### config.mk
export PLATFORM = sky130hd
export DESIGN_NAME = ring_rr_arbiter
export DESIGN_NICKNAME = d
export VERILOG_FILES = /design/src/rtl/ring_arb_pkg.sv /design/src/rtl/rr_pick.sv /design/src/rtl/ring_rr_arbiter.sv
export SDC_FILE = /design/constraint.sdc
export NUM_CORES = 1
export LEC_CHECK = 0
export BUFFER_PORTS_ARGS = -buffer_cell sky130_fd_sc_hd__buf_2
export CAP_MARGIN = 30
export CORE_ASPECT_RATIO = 0.7
export CORE_MARGIN = 8
export CORE_UTILIZATION = 50
export CTS_BUF_LIST = sky130_fd_sc_hd__clkbuf_4 sky130_fd_sc_hd__clkbuf_8
export CTS_CLUSTER_SIZE = 30
export DETAILED_ROUTE_END_ITERATION = 8
export PLACE_DENSITY = 0.71
export SYNTH_ARGS = -nofsm -noshare
export SYNTH_HDL_FRONTEND = slang
export SYNTH_HIERARCHICAL = 1
export SYNTH_SLANG_ARGS = --single-unit
### constraint.sdc
create_clock -name clk -period 2.31 [get_ports clk]
set_clock_uncertainty 0.2 [all_clocks]
set_input_delay 0.3465 -clock clk [delete_from_list [all_inputs] [get_ports clk]]
set_output_delay 0.3465 -clock clk [all_outputs]
set_load 0.02 [all_outputs]
### src/rtl/ring_arb_pkg.sv
// ring_arb_pkg: shared state encoding and token helpers for the ring round-robin arbiter.
package ring_arb_pkg;
  typedef enum logic [1:0] {IDLE = 2'd0, GRANT = 2'd1, RELEASE = 2'd2} state_t;
  function automatic logic [15:0] rotl1(input logic [15:0] v, input int n);
    logic [15:0] r;
    r = '0;
    for (int i = 0; i < 16; i++) if (i < n) r[(i + 1) % n] = v[i];
    return r;
  endfunction
  function automatic logic [3:0] oh2bin(input logic [15:0] v);
    logic [3:0] b;
    b = '0;
    for (int i = 0; i < 16; i++) if (v[i]) b = b | 4'(i);
    return b;
  endfunction
endpackage

### src/rtl/rr_pick.sv
// rr_pick: circular priority picker; first set req bit at or above the token, wrapping to bit 0.
module rr_pick #(
  parameter int N = 4
) (
  input  logic [N-1:0] token,
  input  logic [N-1:0] req,
  output logic [N-1:0] winner,
  output logic         any
);
  logic [N-1:0]   w_mask;
  logic [2*N-1:0] w_d;
  logic [2*N-1:0] w_f;
  // Lower copy keeps only bits at/above the token; upper copy supplies the wrap-around.
  assign w_mask = ~(token - N'(1));
  assign w_d    = {req, req & w_mask};
  assign w_f    = w_d & (~w_d + (2*N)'(1));
  assign winner = w_f[N-1:0] | w_f[2*N-1:N];
  assign any    = |req;
endmodule

### src/rtl/ring_rr_arbiter.sv
// ring_rr_arbiter: round-robin arbiter with rotating one-hot token, bounded bursts and a one-cycle turnaround.
module ring_rr_arbiter
  import ring_arb_pkg::*;
#(
  parameter int N        = 4,
  parameter int MAX_HOLD = 8
) (
  input  logic                 clk,
  input  logic                 rst,
  input  logic                 en,
  input  logic [N-1:0]         req,
  output logic [N-1:0]         gnt,
  output logic                 gnt_valid,
  output logic [$clog2(N)-1:0] gnt_id,
  output logic [N-1:0]         token,
  output logic                 timeout
);
  localparam int IW = $clog2(N);
  localparam int CW = $clog2(MAX_HOLD + 1);
  state_t        r_state;
  logic [N-1:0]  r_gnt;
  logic [N-1:0]  r_token;
  logic [CW-1:0] r_cnt;
  logic          r_valid;
  logic [IW-1:0] r_id;
  logic          r_timeout;
  logic [N-1:0]  w_win;
  logic          w_any;
  logic          w_own;
  rr_pick #(.N(N)) u_pick (.token(r_token), .req(req), .winner(w_win), .any(w_any));
  assign w_own = |(req & r_gnt);
  always_ff @(posedge clk) begin
    if (rst) begin
      r_state   <= IDLE;
      r_gnt     <= '0;
      r_token   <= N'(1);
      r_cnt     <= '0;
      r_valid   <= 1'b0;
      r_id      <= '0;
      r_timeout <= 1'b0;
    end else begin
      r_timeout <= 1'b0;
      unique case (r_state)
        IDLE, RELEASE: begin
          r_state <= (en && w_any) ? GRANT : IDLE;
          r_gnt   <= (en && w_any) ? w_win : '0;
          r_valid <= en && w_any;
          r_id    <= (en && w_any) ? IW'(oh2bin(16'(w_win))) : '0;
          if (en && w_any) r_cnt <= CW'(1);
        end
        GRANT: begin
          if (!w_own || r_cnt == CW'(MAX_HOLD)) begin
            r_state   <= RELEASE;
            r_gnt     <= '0;
            r_valid   <= 1'b0;
            r_id      <= '0;
            r_token   <= N'(rotl1(16'(r_gnt), N));
            r_timeout <= w_own;
          end else begin
            r_cnt <= r_cnt + CW'(1);
          end
        end
        default: r_state <= IDLE;
      endcase
    end
  end
  assign gnt       = r_gnt;
  assign gnt_valid = r_valid;
  assign gnt_id    = r_id;
  assign token     = r_token;
  assign timeout   = r_timeout;
endmodule

==> impl_metrics.env, run 1 <==
export IMPL_switching_share=0.274
export IMPL_synth_nets=111
export IMPL_synth_distinct_cells=39
export IMPL_drv_slew=0
export IMPL_grt_use_total=0.138
export IMPL_hold_start="rst"
export IMPL_r2r_cells=7
export IMPL_powerDensity_nw_per_um2=573
export IMPL_pwr_share_comb=0.167
export IMPL_top_layer_used="met4"
export IMPL_n_antenna_cell=0
export IMPL_cp_arrival_ns=2.18
export IMPL_power_switching_uw=173
export IMPL_synth_compound_area_frac=0.336
export IMPL_cts_buffers=3
export IMPL_min_path_type="in2reg"
export IMPL_synth_xor_area_frac=0.00919
export IMPL_fin_tns_setup_ns=0
export IMPL_synth_simple_area_share=0.202
export IMPL_p_leak_uw=0.000490
export IMPL_synth_top_area_cell="dfxtp_1"
export IMPL_post_route_min_period_ns=2.14
export IMPL_rsz0062_at_grt="false"
export IMPL_cts_buffer_depth=2
export IMPL_status="finished clean"
export IMPL_htreeDepth=1
export IMPL_setup_viol=0
export IMPL_ant_nets=0
export IMPL_synth_avg_cell_area_sq_um=9.44
export IMPL_first_global_vias=797
export IMPL_wl_met1_mm=1.07
export IMPL_synthAdderAreaFrac=0.0394
export IMPL_cts_sinks=18
export IMPL_dr_wl_met3_microns=216
export IMPL_rrSetupSlack_ns=0.17
export IMPL_place_ws_ns=0.238
export IMPL_clk_latency_ns=0.29
export IMPL_nets=133
export IMPL_worst_setup_path_start_kind="flip-flop"
export IMPL_synth_area_leaders="dfxtp_1 (38%), a22o_1 (4.6%), ha_1 (3.9%), nand3_1 (3.7%), a21oi_1 (3.1%)"
export IMPL_dp_cells=140
export IMPL_io_pins=19
export IMPL_dr_pass1_iters=4
export IMPL_ys_seq_elements=18
export IMPL_area_delta_synth_final_pct=15.7
export IMPL_drc=0
export IMPL_antenna_found_initial=0
export IMPL_r2r_end="gnt_id[1]$_SDFFE_PP0P_"
export IMPL_syn_inst=101
export IMPL_final_cell_mix="dfxtp_1 (18), buf_2 (18), inv_1 (8)"
export IMPL_seq_power_share=0.528
export IMPL_die_h_microns=52.5
export IMPL_synth_mux_area_frac=0
export IMPL_grt_pass1_wl_mm=3.80
export IMPL_synth_top_family_by_area="compound AO/OA/AOI/OAI gates"
export IMPL_period_share=0.926
export IMPL_ir_drop_uv=430
export IMPL_max_cap_viol_count=0
export IMPL_whs_path_depth=2
export IMPL_clkSlewWorstSetupHoldPaths_ns=0.10
export IMPL_cp_max_fo=7
export IMPL_synth_warning_count=6
export IMPL_port_buffers=18
export IMPL_drive_gt1_frac=0.270
export IMPL_cts_root_buffer="clkbuf_4"
export IMPL_postCtsResizedCells=0
export IMPL_wl_met2_microns=944
export IMPL_relSlewSlack=0.742
export IMPL_dieArea_sq_um=3580
export IMPL_setup_slack_ns=0.170
export IMPL_drt_initial_drc_count=55
export IMPL_overflow=0
export IMPL_cts_setup_buffers=0
export IMPL_place_congestion=0.797
export IMPL_layoutNonFillerInstCount=144
export IMPL_syn_cell_area_sq_um=953
export IMPL_rows=13
export IMPL_min_to="r_cnt[2]$_SDFFE_PP0P_"
export IMPL_start_util=0.523
export IMPL_synth_top_area_frac=0.378
export IMPL_endpoint_kind="flip-flop"
export IMPL_power_clock_fraction=0.305
export IMPL_async_flop_share=0
export IMPL_worst_pin_slew_ns=0.385
export IMPL_grt_max_degree=11
export IMPL_design_area_sq_um=1100
export IMPL_synth_edff_count=0
export IMPL_fmax_mhz=467
export IMPL_place_area_sq_um=1070
export IMPL_wirelength_mm=2.26
export IMPL_dpl_hpwl_mm=1.70
export IMPL_critPathKind="reg2reg"
export IMPL_dr_total_vias=869
export IMPL_power_internal_uw=459
export IMPL_rr_startpoint="token[0]$_SDFFE_PP1P_"
export IMPL_vias_per_cell=6.03
export IMPL_cts_tree="built"
export IMPL_fp_coreArea_sq_um=1820
export IMPL_synthFlopType="dfxtp_1"
export IMPL_worstPathRequired_ns=2.35
export IMPL_yosysSeqAreaShare=0.378
export IMPL_die_w_microns=68.2
export IMPL_ctsHoldBuffers=0
export IMPL_wire_per_inst_microns=15.7
export IMPL_finalHoldViolations=0
-- metrics by stage --
stage | power [uW] | hold WS, ns | utilization
floorplan | 410 | 0.278 | -
global placement | 442 | 0.232 | 0.586
detailed placement | 444 | 0.244 | 0.586
CTS | 632 | 0.142 | 0.606
global route | 659 | 0.151 | 0.606
finish | 632 | 0.156 | 0.606
-- power by group through the flow --
stage	Clock (uW)	Sequential, uW	Combinational, uW
after global placement	0	340	103
final	193	334	105
after global routing	208	336	115
after floorplan	0	347	63.0
after detailed placement	0	340	104
after CTS	193	334	105
-- final cells by class --
class	count	area, sq um
fillers	155	718
multi-input cells	74	559
flip-flops and latches	18	360
repair buffers	18	90.1
clock buffers	4	36.3
inverters	8	30.0
well taps	22	27.5
-- routing by layer --
metal / vias up / track usage
met1: 406 / 0.184
li1: 424 / -
met5: - / 0
met2: 35 / 0.191
met3: 4 / 0.0598
met4: 0 / 0.0441
-- how the worst max path moves through the flow --
stage | startpoint | endpoint | slack, ns
final | token[0]$_SDFFE_PP1P_ | gnt_id[1]$_SDFFE_PP0P_ | 0.17
after global routing | token[0]$_SDFFE_PP1P_ | gnt_id[0]$_SDFFE_PP0P_ | 0.05
after CTS | token[0]$_SDFFE_PP1P_ | gnt_id[1]$_SDFFE_PP0P_ | 0.20
after detailed placement | token[0]$_SDFFE_PP1P_ | gnt_id[1]$_SDFFE_PP0P_ | 0.24
after global placement | token[0]$_SDFFE_PP1P_ | gnt_id[1]$_SDFFE_PP0P_ | 0.28
after floorplan | token[0]$_SDFFE_PP1P_ | gnt_id[0]$_SDFFE_PP0P_ | 0.32
-- cell families after synthesis --
family                   count (synthesis)
AO/OA/AOI/OAI                           40
XOR/XNOR                                 1
adder cells (fa/ha/maj)                  3
buffers and inverters                    9
flip-flops                              18
AND/OR/NAND/NOR                         30
-- state kept, by name, summed over array words and instances, names as in the netlist --
signal and flops:
gnt 4, r_cnt 4, token 4, gnt_id 2, r_state 2, gnt_valid 1, timeout 1
-- synth_stat cells, types with 2 or more instances --
cell and number:
dfxtp_1 18, inv_1 8, nand3_1 7, a21oi_1 6, a22o_1 5, nand2_1 4, nor2_1 4, o21ai_1 4
a211oi_1 3, ha_1 3, nand3b_1 3, o21ai_0 3, a21bo_1 2, a22oi_2 2, a31oi_1 2, a41o_1 2
nand2b_1 2, o31ai_1 2
-- worst max-delay path: stages, from the launching register on --
cell and delay [ns]:
dfxtp_1 0.44, inv_1 0.07, ha_1 0.30, a22oi_1 0.28
inv_1 0.07, a211oi_1 0.37, o21ai_0 0.16, a21bo_1 0.20
Note: power is estimated with default switching activity, not from simulation.
==> run 2, diff against run 1 <==
--- a/config.mk
+++ b/config.mk
@@ -13,8 +13,7 @@
 export CTS_BUF_LIST = sky130_fd_sc_hd__clkbuf_4 sky130_fd_sc_hd__clkbuf_8
 export CTS_CLUSTER_SIZE = 30
 export DETAILED_ROUTE_END_ITERATION = 8
-export PLACE_DENSITY = 0.71
+export PLACE_DENSITY = 0.7
 export SYNTH_ARGS = -nofsm -noshare
 export SYNTH_HDL_FRONTEND = slang
-export SYNTH_HIERARCHICAL = 1
 export SYNTH_SLANG_ARGS = --single-unit
==> run 2 against run 1 <==
Sequential cell count stayed put. Maximum frequency up 3.4%. Sequential share of layout area grew 0.41 points. Clock power grew 3%. Critical path type unchanged.
==> impl_metrics.env, run 2 <==
export IMPL_port_buffers=18
export IMPL_fin_util=0.593
export IMPL_clkSlewWorstSetupHoldPaths_ns=0.11
export IMPL_synth_area_leaders="dfxtp_1 (37%), nand2_1 (5.4%), a21oi_1 (5.2%), ha_1 (3.9%), a22oi_2 (2.6%)"
export IMPL_cp_max_fo=8
export IMPL_power_total_uw=633
export IMPL_place_area_sq_um=1050
export IMPL_synth_avg_cell_area_sq_um=9.11
export IMPL_ant_nets=0
export IMPL_cts_tree="built"
export IMPL_antenna_found_initial=0
export IMPL_place_congestion=0.872
export IMPL_synth_common_cells="dfxtp_1 (18), nand2_1 (14), a21oi_1 (10), inv_1 (5)"
export IMPL_syn_inst=106
export IMPL_design_area_sq_um=1090
export IMPL_fin_tns_setup_ns=0
export IMPL_yosysSeqAreaShare=0.373
export IMPL_nets=136
export IMPL_max_cap_viol_count=0
export IMPL_drt_initial_drc_count=35
export IMPL_synth_warning_count=0
export IMPL_fp_coreArea_sq_um=1840
export IMPL_finalHoldViolations=0
export IMPL_syn_cell_area_sq_um=966
export IMPL_synthFlopType="dfxtp_1"
export IMPL_cts_sinks=18
export IMPL_cts_setup_buffers=0
export IMPL_final_cell_mix="dfxtp_1 (18), buf_2 (18), nand2_1 (14)"
export IMPL_rsz0062_at_grt="false"
export IMPL_die_h_microns=52.8
export IMPL_die_w_microns=68.5
export IMPL_grt_max_degree=18
export IMPL_overflow=0
export IMPL_wirelength_mm=2.21
export IMPL_dp_cells=143
export IMPL_min_path_type="in2reg"
export IMPL_vias_per_cell=5.52
export IMPL_wire_per_inst_microns=15.0
export IMPL_clk_latency_ns=0.30
export IMPL_grt_use_total=0.133
export IMPL_rows=13
export IMPL_cts_buffers=3
export IMPL_p_leak_uw=0.000426
export IMPL_n_antenna_cell=0
export IMPL_synth_top_area_cell="dfxtp_1"
export IMPL_fill_cells=182
export IMPL_async_flop_share=0
export IMPL_htreeDepth=1
export IMPL_post_route_min_period_ns=2.07
export IMPL_fmax_mhz=483
export IMPL_dpl_hpwl_mm=1.70
export IMPL_dr_pass1_iters=4
export IMPL_synth_edff_count=0
export IMPL_synth_top_area_frac=0.373
export IMPL_worst_pin_slew_ns=0.381
export IMPL_dr_total_vias=812
export IMPL_first_global_vias=783
export IMPL_io_pins=19
export IMPL_layoutNonFillerInstCount=147
export IMPL_period_share=0.895
export IMPL_drc=0
export IMPL_ir_drop_uv=372
export IMPL_start_util=0.526
export IMPL_synth_nets=116
export IMPL_multi_input_area_sq_um=557
export IMPL_status="finished clean"
export IMPL_dieArea_sq_um=3620
export IMPL_grt_pass1_wl_mm=3.70
export IMPL_synth_most_common_cell="dfxtp_1"
export IMPL_endpoint_kind="flip-flop"
export IMPL_critPathKind="reg2reg"
export IMPL_area_delta_synth_final_pct=12.8
export IMPL_drive_gt1_frac=0.288
export IMPL_postCtsResizedCells=0
export IMPL_ctsHoldBuffers=0
export IMPL_worst_setup_path_start_kind="flip-flop"
export IMPL_cts_root_buffer="clkbuf_4"
export IMPL_relSlewSlack=0.744
export IMPL_cp_arrival_ns=2.10
export IMPL_ys_seq_elements=18
export IMPL_cts_buffer_depth=2
export IMPL_regArea_sq_um=360
export IMPL_powerDensity_nw_per_um2=581
export IMPL_synth_distinct_cells=41
export IMPL_worstPathRequired_ns=2.34
export IMPL_setup_viol=0
export IMPL_drv_slew=0
[run 2: changes by cell type after synthesis, sizes merged, moves of 3 or more]
cell   before  now
a22o        6    0
inv         8    5
nand2       4   14
a21oi       7   11
nand3       8    2
[run 2: report_power, final]
| group | switching (uW) | leakage, uW | internal [uW] |
|---|---|---|---|
| registers | 12.8 | 0.000147 | 321 |
| logic | 62.1 | 0.000258 | 38.6 |
| clock network | 102 | 0.0000210 | 96.2 |
[run 2: logic make-up after synthesis]
| logic type | synth area share |
|---|---|
| buf+inv | 0.0505 |
| simple gates | 0.232 |
| fa+ha+maj | 0.0389 |
| compound gates | 0.269 |
| xor+xnor | 0.0363 |
| flops | 0.373 |
[run 2: per-layer routing]
layer | share of wire | up-vias | GRT usage
li1 | - | 416 | -
met1 | 0.51 | 371 | 0.186
met2 | 0.42 | 20 | 0.188
met3 | 0.061 | 5 | 0.0513
met4 | 0.010 | 0 | 0.0271
met5 | 0 | - | 0
[run 2: area by class of cell]
| type | instances | area share |
|---|---|---|
| Sequential cell | 18 | 0.331 |
| Timing Repair Buffer | 18 | 0.0827 |
| Multi-Input combinational cell | 80 | 0.511 |
| Tap cell | 22 | 0.0253 |
| Clock buffer | 4 | 0.0333 |
| Inverter | 5 | 0.0172 |
[run 2: critical path, stage by stage, from the launching register on]
cell      delay (ns)
dfxtp_1         0.49
inv_1           0.10
ha_1            0.22
or2b_2          0.30
nand3_1         0.10
and3_2          0.20
o211ai_1        0.18
a31oi_1         0.21
[run 2: worst paths after layout]
kind	from	end	cells after the start	slack [ns]
setup / recovery	token[0]$_SDFFE_PP1P_	gnt_id[1]$_SDFFE_PP0P_	7	0.24
hold / removal	req[0]	gnt[0]$_SDFFE_PP0P_	3	0.20
setup reg to reg	token[0]$_SDFFE_PP1P_	gnt_id[1]$_SDFFE_PP0P_	7	0.24
hold reg to reg	gnt_id[1]$_SDFFE_PP0P_	gnt_id[1]$_SDFFE_PP0P_	2	0.29
[run 2: metrics by stage]
stage	hold WS (ns)	worst slack, ns
global route	0.205	0.167
detailed placement	0.278	0.273
floorplan	0.272	0.371
finish	0.197	0.242
CTS	0.188	0.270
global placement	0.256	0.402
==> run 3, diff against run 2 <==
--- a/config.mk
+++ b/config.mk
@@ -7,13 +7,12 @@
 export LEC_CHECK = 0
 export BUFFER_PORTS_ARGS = -buffer_cell sky130_fd_sc_hd__buf_2
 export CAP_MARGIN = 30
-export CORE_ASPECT_RATIO = 0.7
 export CORE_MARGIN = 8
 export CORE_UTILIZATION = 50
 export CTS_BUF_LIST = sky130_fd_sc_hd__clkbuf_4 sky130_fd_sc_hd__clkbuf_8
 export CTS_CLUSTER_SIZE = 30
 export DETAILED_ROUTE_END_ITERATION = 8
-export PLACE_DENSITY = 0.7
+export PLACE_DENSITY = 0.75
 export SYNTH_ARGS = -nofsm -noshare
 export SYNTH_HDL_FRONTEND = slang
 export SYNTH_SLANG_ARGS = --single-unit
==> run 3 against run 2 <==
Combinational power barely moved. Via count rose by 4.2%. Maximum frequency rose by 4.6%. Largest cell class unchanged.
==> impl_metrics.env, run 3 (synthesis gave the netlist of run 2 again) <==
export IMPL_status="finished clean"
export IMPL_wl_met1_microns=878
export IMPL_cp_arrival_ns=2.02
export IMPL_die_w_microns=60.0
export IMPL_crit_buf_inv=1
export IMPL_p_leak_uw=0.000426
export IMPL_die_h_microns=60.0
export IMPL_ctsHoldBuffers=0
export IMPL_wire_per_inst_microns=14.1
export IMPL_cts_buffer_depth=2
export IMPL_port_buffers=18
export IMPL_final_cell_mix="dfxtp_1 (18), buf_2 (18), nand2_1 (14)"
export IMPL_ant_nets=0
export IMPL_n_antenna_cell=0
export IMPL_dr_wl_met3_microns=207
export IMPL_overflow=0
export IMPL_fp_coreArea_sq_um=1880
export IMPL_fin_tns_setup_ns=0
export IMPL_fill_cells=185
export IMPL_vias_per_cell=5.57
export IMPL_max_cap_viol_count=0
export IMPL_post_route_min_period_ns=1.98
export IMPL_cts_tree="built"
export IMPL_setup_viol=0
export IMPL_area_delta_synth_final_pct=13.5
export IMPL_rrSetupSlack_ns=0.33
export IMPL_postCtsResizedCells=0
export IMPL_antenna_found_initial=0
export IMPL_crit_path_top_delay_cell="dfxtp_1"
export IMPL_design_area_sq_um=1100
export IMPL_cts_setup_buffers=0
export IMPL_cts_sinks=18
export IMPL_cts_root_buffer="clkbuf_4"
export IMPL_place_ws_ns=0.346
export IMPL_drv_slew=0
export IMPL_drive_gt1_frac=0.288
export IMPL_worst_pin_slew_ns=0.388
export IMPL_place_area_sq_um=1060
export IMPL_drt_initial_drc_count=21
export IMPL_period_share=0.856
export IMPL_htreeDepth=1
export IMPL_path_cells="inv_1, ha_1, or2b_2, nand3_1, and3_2, o211ai_1, a31oi_1"
export IMPL_dr_pass1_iters=4
export IMPL_nets=136
export IMPL_setup_slack_ns=0.333
export IMPL_worst_setup_path_start_kind="flip-flop"
export IMPL_place_congestion=0.941
export IMPL_cp_max_fo=8
export IMPL_max_stage_delay_ns=0.49
export IMPL_endpoint_kind="flip-flop"
export IMPL_regArea_sq_um=360
export IMPL_crit_family="simple AND/OR/NAND/NOR gates"
export IMPL_multi_input_area_sq_um=557
export IMPL_finalHoldViolations=0
export IMPL_dpl_hpwl_mm=1.66
export IMPL_critPathKind="reg2reg"
export IMPL_powerDensity_nw_per_um2=577
export IMPL_rsz0062_at_grt="false"
export IMPL_grt_pass1_wl_mm=3.70
export IMPL_io_pins=19
export IMPL_hold_ws_ns=0.191
export IMPL_dieArea_sq_um=3590
export IMPL_start_util=0.513
export IMPL_min_path_type="in2reg"
export IMPL_wirelength_mm=2.14
export IMPL_rows=16
export IMPL_drc=0
export IMPL_cts_buffers=3
export IMPL_first_global_vias=840
export IMPL_clkSlewWorstSetupHoldPaths_ns=0.10
export IMPL_wl_met2_microns=992
export IMPL_clk_latency_ns=0.30
export IMPL_ir_drop_uv=438
export IMPL_grt_max_degree=18
export IMPL_relSlewSlack=0.740
export IMPL_grt_use_total=0.134
export IMPL_top_layer_used="met4"
export IMPL_dr_total_vias=846
export IMPL_worstPathRequired_ns=2.35
export IMPL_fmax_mhz=506
-- run 3: cell counts in the layout (fill, tap and decap cells not counted) --
No cell type changed its count.
-- run 3: metal layers --
layer  up-vias  global-route usage
met5         -                   0
met4         0              0.0510
met3        11              0.0538
met2        33               0.220
met1       384               0.149
li1        418                   -
-- run 3: report_power, final --
group / leakage (uW) / switching [uW] / internal, uW
Clock: 0.0000210 / 104 / 96.3
Combinational: 0.000258 / 60.0 / 38.1
Sequential: 0.000147 / 12.6 / 321
Total: 0.000426 / 176 / 456
-- run 3: through the flow --
stage / total power, uW / utilization / std cells
CTS: 636 / 0.582 / 152
global placement: 437 / 0.563 / 148
detailed placement: 439 / 0.563 / 148
floorplan: 413 / - / 106
global route: 653 / 0.582 / 152
finish: 632 / 0.582 / 152
-- run 3: worst reg2reg max path, stage by stage, from the launching register on --
cell      delay, ns
dfxtp_1        0.49
inv_1          0.10
ha_1           0.21
or2b_2         0.30
nand3_1        0.10
and3_2         0.19
o211ai_1       0.15
a31oi_1        0.18
-- run 3: final cells by class --
class	count	area share
multi-input cells	80	0.508
flip-flops and latches	18	0.329
repair buffers	18	0.0822
clock buffers	4	0.0331
well taps	27	0.0308
inverters	5	0.0171
-- run 3: final timing paths --
path	depth (start not counted)	end	start
worst min register to register	2	gnt_id[1]$_SDFFE_PP0P_	gnt_id[1]$_SDFFE_PP0P_
worst min-delay path	3	gnt[0]$_SDFFE_PP0P_	req[0]
worst max register to register	7	gnt_id[1]$_SDFFE_PP0P_	token[0]$_SDFFE_PP1P_
worst max-delay path	7	gnt_id[1]$_SDFFE_PP0P_	token[0]$_SDFFE_PP1P_
